### config.mk
export PLATFORM = sky130hd
export DESIGN_NAME = quiz_sequencer
export DESIGN_NICKNAME = d
export VERILOG_FILES = /design/src/rtl/quiz_pkg.sv /design/src/rtl/quiz_sequencer_rom.sv /design/src/rtl/quiz_sequencer.sv
export SDC_FILE = /design/constraint.sdc
export NUM_CORES = 1
export LEC_CHECK = 0
export BUFFER_PORTS_ARGS = -buffer_cell sky130_fd_sc_hd__buf_2
export CAP_MARGIN = 0
export CELL_PAD_IN_SITES_DETAIL_PLACEMENT = 0
export CELL_PAD_IN_SITES_GLOBAL_PLACEMENT = 2
export CORE_MARGIN = 5
export CORE_UTILIZATION = 39
export CTS_CLUSTER_DIAMETER = 30
export DETAILED_ROUTE_END_ITERATION = 10
export GPL_ROUTABILITY_DRIVEN = 0
export PLACE_DENSITY = 0.91
export SLEW_MARGIN = 5
export SYNTH_ARGS = -nofsm -noshare
export SYNTH_HDL_FRONTEND = slang
export SYNTH_SLANG_ARGS = --single-unit
### constraint.sdc
create_clock -name Clock -period 3.2 [get_ports Clock]
set_input_delay 0.16 -clock Clock [delete_from_list [all_inputs] [get_ports Clock]]
set_output_delay 0.16 -clock Clock [all_outputs]
set_load 0.01 [all_outputs]
### src/rtl/quiz_pkg.sv
// Shared types and helpers for the quiz sequencer: op codes, FSM states,
// equation record layout and small arithmetic helpers.
package quiz_pkg;

    localparam int ANS_W = 7;
    localparam int SEC_W = 5;

    typedef enum logic [1:0] {
        OP_ADD = 2'd0,
        OP_SUB = 2'd1,
        OP_MUL = 2'd2
    } op_t;

    typedef enum logic [2:0] {
        ST_IDLE,
        ST_LOAD,
        ST_WAIT_ANS,
        ST_CHECK,
        ST_DONE
    } state_t;

    typedef struct packed {
        logic [ANS_W-1:0] a;
        logic [ANS_W-1:0] b;
        op_t              op;
    } eq_t;

    // Result the player must type, truncated to the answer width.
    function automatic logic [ANS_W-1:0] calc_expected(eq_t e);
        logic [2*ANS_W-1:0] prod;
        prod = {{ANS_W{1'b0}}, e.a} * {{ANS_W{1'b0}}, e.b};
        case (e.op)
            OP_ADD:  return e.a + e.b;
            OP_SUB:  return e.a - e.b;
            OP_MUL:  return prod[ANS_W-1:0];
            default: return '0;
        endcase
    endfunction

    // Mistake counter increment that sticks at 15.
    function automatic logic [3:0] sat_inc(logic [3:0] v);
        return (v == 4'hF) ? v : v + 4'd1;
    endfunction

endpackage

### src/rtl/quiz_sequencer_rom.sv
// Fixed table of the four quiz equations, indexed by equation number.
module equation_rom
    import quiz_pkg::*;
(
    input  logic [1:0] idx,
    output eq_t        eq
);

    // Pure lookup, no state.
    always_comb begin
        eq = '{a: 7'd12, b: 7'd7, op: OP_ADD};
        case (idx)
            2'd0: eq = '{a: 7'd12, b: 7'd7,  op: OP_ADD};
            2'd1: eq = '{a: 7'd30, b: 7'd14, op: OP_SUB};
            2'd2: eq = '{a: 7'd6,  b: 7'd9,  op: OP_MUL};
            2'd3: eq = '{a: 7'd25, b: 7'd25, op: OP_ADD};
            default: ;
        endcase
    end

endmodule

### src/rtl/quiz_sequencer.sv
// Equation-phase controller: presents each equation, times the attempt,
// judges the submitted answer and reports round completion.
module quiz_sequencer
    import quiz_pkg::*;
#(
    parameter int CLK_HZ    = 50000000,
    parameter int NUM_EQ    = 3,
    parameter int TIMEOUT_S = 20
) (
    input  logic             Clock,
    input  logic             Resetn,
    input  logic             Start,
    input  logic             Go,
    input  logic [ANS_W-1:0] DataIn,
    output logic [1:0]       EqIndex,
    output logic [ANS_W-1:0] OperandA,
    output logic [ANS_W-1:0] OperandB,
    output logic [1:0]       OpSel,
    output logic             Correct,
    output logic             Wrong,
    output logic [3:0]       WrongCount,
    output logic [SEC_W-1:0] SecondsLeft,
    output logic             Busy,
    output logic             Done,
    output logic             NeedSequence
);

    localparam logic [1:0] LAST_EQ = 2'(NUM_EQ - 1);
    localparam int         PW      = (CLK_HZ > 1) ? $clog2(CLK_HZ) : 1;
    localparam logic [PW-1:0] PRE_MAX = PW'(CLK_HZ - 1);

    state_t           state, state_nxt;
    eq_t              rom_eq;
    logic             go_q;
    logic             go_edge;
    logic             tick;
    logic             timeout;
    logic             match;
    logic [PW-1:0]    prescaler;
    logic [ANS_W-1:0] expected;
    logic [ANS_W-1:0] answer;

    equation_rom u_rom (
        .idx (EqIndex),
        .eq  (rom_eq)
    );

    // Go is active low: a submit is the 1->0 transition, so a held key
    // yields a single submission.
    assign go_edge = go_q & ~Go;
    assign tick    = (prescaler == PRE_MAX);
    // The tick that takes the timer to zero expires the attempt, unless a
    // submit arrives in the same cycle.
    assign timeout = tick && (SecondsLeft == SEC_W'(1)) && !go_edge;
    assign match   = (answer == expected);

    assign Busy         = (state == ST_LOAD) || (state == ST_WAIT_ANS) || (state == ST_CHECK);
    assign Done         = (state == ST_DONE);
    assign NeedSequence = Done && (WrongCount != 4'd0);

    // State register.
    always_ff @(posedge Clock or negedge Resetn) begin
        if (!Resetn) state <= ST_IDLE;
        else         state <= state_nxt;
    end

    // Next-state logic; dropping Start aborts from anywhere.
    always_comb begin
        state_nxt = state;
        if (state != ST_IDLE && !Start) begin
            state_nxt = ST_IDLE;
        end else begin
            case (state)
                ST_IDLE:     if (Start) state_nxt = ST_LOAD;
                ST_LOAD:     state_nxt = ST_WAIT_ANS;
                ST_WAIT_ANS: begin
                    if (go_edge)      state_nxt = ST_CHECK;
                    else if (timeout) state_nxt = ST_LOAD;
                end
                ST_CHECK:    state_nxt = (match && EqIndex == LAST_EQ) ? ST_DONE : ST_LOAD;
                ST_DONE:     state_nxt = ST_DONE;
                default:     state_nxt = ST_IDLE;
            endcase
        end
    end

    // Datapath: operands, timer, answer capture, verdict pulses and score.
    always_ff @(posedge Clock or negedge Resetn) begin
        if (!Resetn) begin
            go_q        <= 1'b1;
            prescaler   <= '0;
            expected    <= '0;
            answer      <= '0;
            EqIndex     <= '0;
            OperandA    <= '0;
            OperandB    <= '0;
            OpSel       <= '0;
            Correct     <= 1'b0;
            Wrong       <= 1'b0;
            WrongCount  <= '0;
            SecondsLeft <= '0;
        end else begin
            go_q    <= Go;
            Correct <= 1'b0;
            Wrong   <= 1'b0;
            // With Start low nothing but the edge register moves, so an
            // abort issues no pulse and keeps the score visible.
            if (Start) begin
                case (state)
                    ST_IDLE: begin
                        EqIndex    <= '0;
                        WrongCount <= '0;
                    end
                    ST_LOAD: begin
                        OperandA    <= rom_eq.a;
                        OperandB    <= rom_eq.b;
                        OpSel       <= rom_eq.op;
                        expected    <= calc_expected(rom_eq);
                        SecondsLeft <= SEC_W'(TIMEOUT_S);
                        prescaler   <= '0;
                    end
                    ST_WAIT_ANS: begin
                        if (tick) begin
                            prescaler   <= '0;
                            SecondsLeft <= SecondsLeft - SEC_W'(1);
                        end else begin
                            prescaler <= prescaler + PW'(1);
                        end
                        if (go_edge) begin
                            answer <= DataIn;
                        end else if (timeout) begin
                            Wrong      <= 1'b1;
                            WrongCount <= sat_inc(WrongCount);
                        end
                    end
                    ST_CHECK: begin
                        if (match) begin
                            Correct <= 1'b1;
                            if (EqIndex != LAST_EQ) EqIndex <= EqIndex + 2'd1;
                        end else begin
                            Wrong      <= 1'b1;
                            WrongCount <= sat_inc(WrongCount);
                        end
                    end
                    default: ;
                endcase
            end
        end
    end

endmodule

==> results.md, run 1 <==
- Crit path kind: flip-flop to flip-flop
- Worst Path Max Fanout: 25
- Initial antenna violation count: 0
- CTS sink count: 65
- CTS Buf Count: 9
- Worst slew pin tran: 0.8738 ns
- Final setup TNS: 0 ns
- Period minus WS final: 2.249 ns
- Antenna Cells: 0
- Most used DFF post-synth: dfrtp_1
- Core area: 8763 um^2
- Worst-path clk slew: 0.08 ns
- YS warnings: 0
- CTS max path bufs: 2
- Lkg Pwr: 1.872 nW
- Setup bufs post-CTS: 0
- Most frequent cells in the layout: 64 x dfrtp_1, 43 x nand2_1, 38 x buf_2
- Final WL: 7.793 mm
- Fin Hold WS: 0.04173 ns
- Critical Path RT: 3.43 ns
- PD cells: 594.0 nW/um^2
- Worst min-delay path startpoint: DataIn[2]
- Die area: 11,050 um^2
- Critical Path Sink Type: flip-flop
- Maximum VDD drop: 0.2474 mV
- Period utilisation layout: 70.27%
- Pre-antenna DRT Iters: 4
- Post-DR vias/cell: 5.328
- Final setup viols: 0
- Initial Utilization: 40.26%
- CTS tree: done
- Clk_lat worst skew: 0.34 ns
- Final hold vios: 0
- DP HPWL: 5.575 mm
- Vias: 2,760
- MaxCap Viol Count: 0
- Syn-to-layout area delta: 14.08%
- CP Launch Type: flip-flop
- Antenna viol nets, final: 0
- Synth async-reset ratio: 100.0%
- Result of the run: complete, no violations
- First-pass GRT wire length: 13.66 mm
- Routed len/inst: 15.04 um
- Critical path launch point: prescaler[0]
- Die height: 105.1 um
- Final Max Tran Viols: 0
- Reg2reg start: prescaler[0]
- Vias in the first global route: 2,796
- Final clock skew: 0.008264 ns
- Syn avg cell area: 9.562 um^2
- Seq cells post-synth: 65
- DR DRC count: 0
- Hold-fix buffers, CTS: 2
- H-tree depth: 3
- Post-Synthesis Cells: 369
- Grt total ovfl: 0
- Final std cells w/o fill: 518
- Slew HR: 41.74%
- Final Instance Area: 4025 um^2
- Rows: 34
- Iteration-0 DRC Markers: 174
- Port Buffers: 38
- Largest net degree at the start of global routing: 39
- RSZ-0062 raised after global routing: no
- EDFF count, synth: 0
- Netlist cell types: 54
- Share of post-route cells with drive strength above 1: 18.78%
- Root Buffer: clkbuf_8
- # IOs: 43
- Post-synthesis sequential area ratio: 46.13%
- Chip width: 105.1 um
- Worst hold path type: input port to flip-flop
- Fmax: 0.4447 GHz
- Placed Cells: 500
- Syn Std Cell Area: 3528 um^2
- Most common cell after layout, fill and taps aside: dfrtp_1
- CTS resizes: 0
- WP data arrival: 2.48 ns
- Layout net count: 428
- GR Util All Layers: 14.98%
- Cell area after placement: 3777 um^2
==> metal layers <==
metal / wire length [um] / up-vias / share of wire, % / global-route usage [%]
met2: 3633 / 55 / 47 / 23.97
met5: 0 / - / 0 / 0
li1: - / 1372 / - / -
met3: 391 / 6 / 5.0 / 4.562
met1: 3702 / 1327 / 48 / 19.95
met4: 66 / 0 / 0.85 / 3.562
==> cells by family after synthesis <==
kind of cell / Yosys count / synth area share, %
adders and majority gates: 12 / 4.255
xor gates and xnor gates: 24 / 5.957
AOI/OAI and AO/OA: 57 / 11.03
other: 1 / 0.1063
buffers and inverters: 34 / 4.716
muxes: 10 / 3.156
DFF: 65 / 46.14
and+or+nand+nor: 166 / 24.64
==> path summary, 6_finish.rpt <==
check / endpoint / slack, ns / cells after the start
min in group asynchronous: WrongCount[1] / 0.47 / 2
max in group asynchronous: OperandB[0] / 1.98 / 3
setup / recovery: SecondsLeft[0] / 0.95 / 7
hold / removal: answer[2] / 0.04 / 2
hold reg to reg: OperandA[1] / 0.47 / 2
setup reg to reg: SecondsLeft[0] / 0.95 / 7
==> sequential cells by signal, indices dropped and copies added (netlist names) <==
signal / flops
SecondsLeft: 5
OpSel: 2
answer: 7
prescaler: 26
OperandA: 5
EqIndex: 2
state: 3
WrongCount: 4
Wrong: 1
OperandB: 3
expected: 5
Correct: 1
go_q: 1
==> synthesized netlist by cell type (7+ instances only) <==
| cell | number | area share (%) |
|---|---|---|
| a21oi_1 | 9 | 1.3 |
| a31oi_1 | 10 | 1.8 |
| and3_1 | 12 | 2.1 |
| buf_4 | 8 | 1.7 |
| clkbuf_1 | 11 | 1.2 |
| dfrtp_1 | 64 | 45 |
| ha_1 | 12 | 4.3 |
| inv_1 | 11 | 1.2 |
| mux2_2 | 9 | 2.9 |
| nand2_1 | 43 | 4.6 |
| nand2b_1 | 7 | 1.2 |
| nand3_1 | 20 | 2.8 |
| nand4_1 | 9 | 1.6 |
| nor2_1 | 34 | 3.6 |
| nor3_1 | 8 | 1.1 |
| o21ai_0 | 11 | 1.6 |
| xnor2_1 | 13 | 3.2 |
| xor2_1 | 11 | 2.7 |
==> per-stage QoR <==
step / worst slack, ns / power (mW) / util (%)
2_1_floorplan: 1.228 / 1.440 / -
3_5_place_dp: 0.9572 / 1.614 / 43.10
3_3_place_gp: 0.9782 / 1.600 / 43.10
6_report: 0.9514 / 2.391 / 45.93
4_1_cts: 0.9539 / 2.420 / 45.93
5_1_grt: 0.8231 / 2.548 / 45.93
==> critical path, stage by stage, from the launching register on <==
cell     delay, ns
dfrtp_1       0.40
ha_1          0.21
and4_2        0.25
nand4_2       0.15
o22a_2        0.40
nor2_1        0.16
buf_4         0.22
mux2_2        0.35
==> where the power goes <==
group / internal, mW / switching (mW)
registers: 0.952 / 0.140
logic: 0.224 / 0.275
clock network: 0.463 / 0.337
==> cell type report <==
type,count,area [um^2]
fill,850,4738
sequential,65,1628
inverter,11,41.29
clock buffer,10,137.6
tap,108,135.1
clock inverter,6,90.09
timing repair buffer,45,247.7
multi-input combinational,273,1745
(Power assumes the default switching activity.)
==> run 2: changes to the inputs <==
--- a/config.mk
+++ b/config.mk
@@ -5,16 +5,17 @@
 export SDC_FILE = /design/constraint.sdc
 export NUM_CORES = 1
 export LEC_CHECK = 0
+export ABC_AREA = 1
 export BUFFER_PORTS_ARGS = -buffer_cell sky130_fd_sc_hd__buf_2
 export CAP_MARGIN = 0
 export CELL_PAD_IN_SITES_DETAIL_PLACEMENT = 0
 export CELL_PAD_IN_SITES_GLOBAL_PLACEMENT = 2
 export CORE_MARGIN = 5
-export CORE_UTILIZATION = 39
+export CORE_UTILIZATION = 33
 export CTS_CLUSTER_DIAMETER = 30
 export DETAILED_ROUTE_END_ITERATION = 10
 export GPL_ROUTABILITY_DRIVEN = 0
-export PLACE_DENSITY = 0.91
+export PLACE_DENSITY = 0.86
 export SLEW_MARGIN = 5
 export SYNTH_ARGS = -nofsm -noshare
 export SYNTH_HDL_FRONTEND = slang
==> constraint.sdc (replaced) <==
create_clock -name Clock -period 2.1 [get_ports Clock]
set_input_delay 0.105 -clock Clock [delete_from_list [all_inputs] [get_ports Clock]]
set_output_delay 0.105 -clock Clock [all_outputs]
set_load 0.01 [all_outputs]
==> run 2 against run 1 <==
Net effect: non-clock buffer count rose by 7; cell count increased by 42%; critical path depth grew 3; global-route usage increased by 0.15 points; combinational power rose by 87%; critical path type unchanged; register-to-register slack lost 0.63 ns; total power increased by 77%; routed wire length rose by 28%; synthesized area grew 10%; sequential share of layout area shrank 5.2 points.
==> results.md, run 2 <==
- Syn Std Cell Area: 3886 um^2 (+10%)
- Worst R2R Setup Slack: 0.32 ns (-0.63 ns)
- Syn-to-layout area delta: 18.93%
- Seq cells post-synth: 65 (unchanged)
- Largest register FFs: 26 (unchanged)
- Final clock skew: 0.007404 ns (-0.0008600 ns)
- Pre-antenna DRT Iters: 4 (unchanged)
- WHS Path Cells: 2 (unchanged)
- Routed len/inst: 13.50 um (-10%)
- Vias: 3,433 (+24%)
- Ranking of synthesized cells by area: dfrtp_1 41%, nand2_1 16%, nor2_1 7.8%
- Worst reg-to-reg path cell count: 10 (+3)
- CTS Buf Count: 9 (unchanged)
- Rows: 39 (+15%)
- Worst hold path type: input port to flip-flop
- Setup bufs post-CTS: 0 (unchanged)
- Hold EP: answer[0]
- Iteration-0 DRC Markers: 173 (-0.57%)
- Reg2reg end: prescaler[9]
- Crit path kind: flip-flop to flip-flop
- Most frequent cells in the layout: 167 x nand2_1, 81 x nor2_1, 64 x dfrtp_1
- Lkg Pwr: 2.144 nW (+15%)
- Antenna viol nets, final: 0 (unchanged)
- Layout net count: 613 (+43%)
- YS warnings: 0 (unchanged)
- Final WL: 9.964 mm (+28%)
- Fmax: 0.5625 GHz (+26%)
- Int Power: 2.895 mW (+77%)
- Gate power share: 22.1% (+1.2 points)
- Initial antenna violation count: 0 (unchanged)
- Post-DR vias/cell: 4.652 (-13%)
- Initial Utilization: 33.89% (-6.4 points)
- Netlist cell types: 34 (-37%)
- Share of post-route cells with drive strength above 1: 14.45% (-4.3 points)
- WP data arrival: 2.02 ns (-0.46 ns)
- Final std cells w/o fill: 738 (+42%)
- Maximum VDD drop: 0.5519 mV (+120%)
- Critical Path RT: 2.35 ns (-1.08 ns)
- Post-synthesis sequential area ratio: 41.89% (-4.2 points)
- MaxCap Viol Count: 0 (unchanged)
- Chip width: 118.5 um (+13%)
- Most used DFF post-synth: dfrtp_1
- Top flop regs: prescaler: 26 flops, answer: 7 flops
- Worst-path clk slew: 0.06 ns (-0.02 ns)
- Worst min-delay path startpoint: DataIn[0]
- Switching power: 1.328 mW (+77%)
- Post-synth top cells: 168 x nand2_1, 81 x nor2_1, 64 x dfrtp_1
- CTS tree: done
- Vias in the first global route: 3,473 (+24%)
- CTS sink count: 65 (unchanged)
- Worst Path Max Fanout: 11 (-56%)
- Period utilisation layout: 84.65% (+14 points)
- Worst slew pin tran: 0.6359 ns (-0.2379 ns)
- Yosys top cell area share: 41.21% (-4.2 points)
- Top reg by flops: prescaler
- CTS max path bufs: 2 (unchanged)
- EDFF count, synth: 0 (unchanged)
- Grt total ovfl: 0 (unchanged)
- Final hold vios: 0 (unchanged)
- First-pass GRT wire length: 17.31 mm (+27%)
- Placed Cells: 714 (+43%)
- Period minus WS final: 1.778 ns (-0.4710 ns)
- DP HPWL: 7.580 mm (+36%)
- H-tree depth: 3 (unchanged)
- # IOs: 43 (unchanged)
- Clk_lat worst skew: 0.33 ns (about the same)
- Area leader, netlist: dfrtp_1
- Syn avg cell area: 7.197 um^2 (-25%)
- Share of power burned in registers: 38.7% (-7.0 points)
- CP Launch Type: flip-flop
- RSZ-0062 raised after global routing: no
- Largest net degree at the start of global routing: 42 (+7.7%)
- Fin Hold WS: 0.02211 ns (-0.01962 ns)
- Core area: 11,470 um^2 (+31%)
- Final setup viols: 0 (unchanged)
- Post-Synthesis Cells: 540 (+46%)
- Synth async-reset ratio: 100.0% (unchanged)
- DR DRC count: 0 (unchanged)
- Antenna Cells: 0 (unchanged)
- Slew HR: 57.60% (+16 points)
- GR Util All Layers: 15.13% (+0.15 points)
- Die area: 14,050 um^2 (+27%)
- Root Buffer: clkbuf_16
- Clock power share: 39.2% (+5.8 points)
- Port Buffers: 38 (unchanged)
- Switching Share: 31.44% (about the same)
- Die height: 118.5 um (+13%)
- Cell area after placement: 4205 um^2 (+11%)
- Result of the run: complete, no violations
- Critical Path Sink Type: flip-flop
- Final Instance Area: 4622 um^2 (+15%)
- Most common cell after layout, fill and taps aside: nand2_1
- Reg2reg start: prescaler[0]
- Final Max Tran Viols: 0 (unchanged)
- Top-count cell post-synth: nand2_1
- PD cells: 913.7 nW/um^2 (+54%)
- Final setup TNS: 0 ns (unchanged)
## run 2: cell type report
type                       count  area [um^2]
multi-input combinational    399         1922
fill                        1195         6845
clock inverter                 7        100.1
inverter                      63        240.2
tap                          143        178.9
clock buffer                   9        225.2
timing repair buffer          52        327.8
sequential                    65         1628
## run 2: worst max-delay path by stage
stage                       startpoint       endpoint  slack, ns
after global routing      prescaler[0]   prescaler[5]       0.01
after detailed placement  prescaler[0]  WrongCount[3]       0.25
final                     prescaler[0]   prescaler[9]       0.32
after global placement        state[2]   prescaler[8]       0.30
after floorplan               state[2]      answer[2]       0.52
after CTS                 prescaler[0]  WrongCount[3]       0.24
## run 2: logic make-up after synthesis
logic type	Yosys count	synth area share, %
AO/OA/AOI/OAI	48	6.472
XOR/XNOR	11	2.479
adder cells (fa/ha/maj)	12	3.863
buffers and inverters	79	9.143
flip-flops	65	41.89
multiplexers	4	1.159
other	1	0.09649
AND/OR/NAND/NOR	320	34.90
## run 2: metrics by stage
| stage | util (%) | power (mW) | setup slack (ns) |
|---|---|---|---|
| floorplan | - | 2.298 | 0.5185 |
| global placement | 36.67 | 2.575 | 0.2958 |
| detailed placement | 36.67 | 2.592 | 0.2506 |
| CTS | 40.21 | 4.288 | 0.2385 |
| global route | 40.31 | 4.504 | 0.01235 |
| finish | 40.31 | 4.223 | 0.3223 |
## run 2: critical path, stage by stage, from the launching register on
cell and delay (ns):
dfrtp_1 0.40, ha_1 0.25, nand3_1 0.15, inv_2 0.10
nand2_1 0.07, nor2_1 0.04, nand2_1 0.09, nand2_1 0.06
nand2_1 0.12, clkinvlp_4 0.24, nor3_1 0.18
## run 2: per-layer routing
layer,wire length [um],part of all wire (%),global-route usage (%)
met1,5172,52,22.17
met2,4221,42,22.27
met3,427,4.3,2.913
met4,142,1.4,5.245
met5,0,0,0
## run 2: power groups by stage
stage | logic (mW) | clock network [mW] | registers [mW]
2_1_floorplan | 0.631 | 0 | 1.67
3_3_place_gp | 0.924 | 0 | 1.65
3_5_place_dp | 0.933 | 0 | 1.66
4_1_cts | 0.952 | 1.70 | 1.64
5_1_grt | 1.08 | 1.76 | 1.67
6_report | 0.934 | 1.66 | 1.63
## run 2: timing repair
item / in CTS / in global routing
gates resized for setup: 0 / 3
setup endpoints to repair: 0 / 16
hold endpoints to repair: 30 / 0
hold buffers: 8 / 0
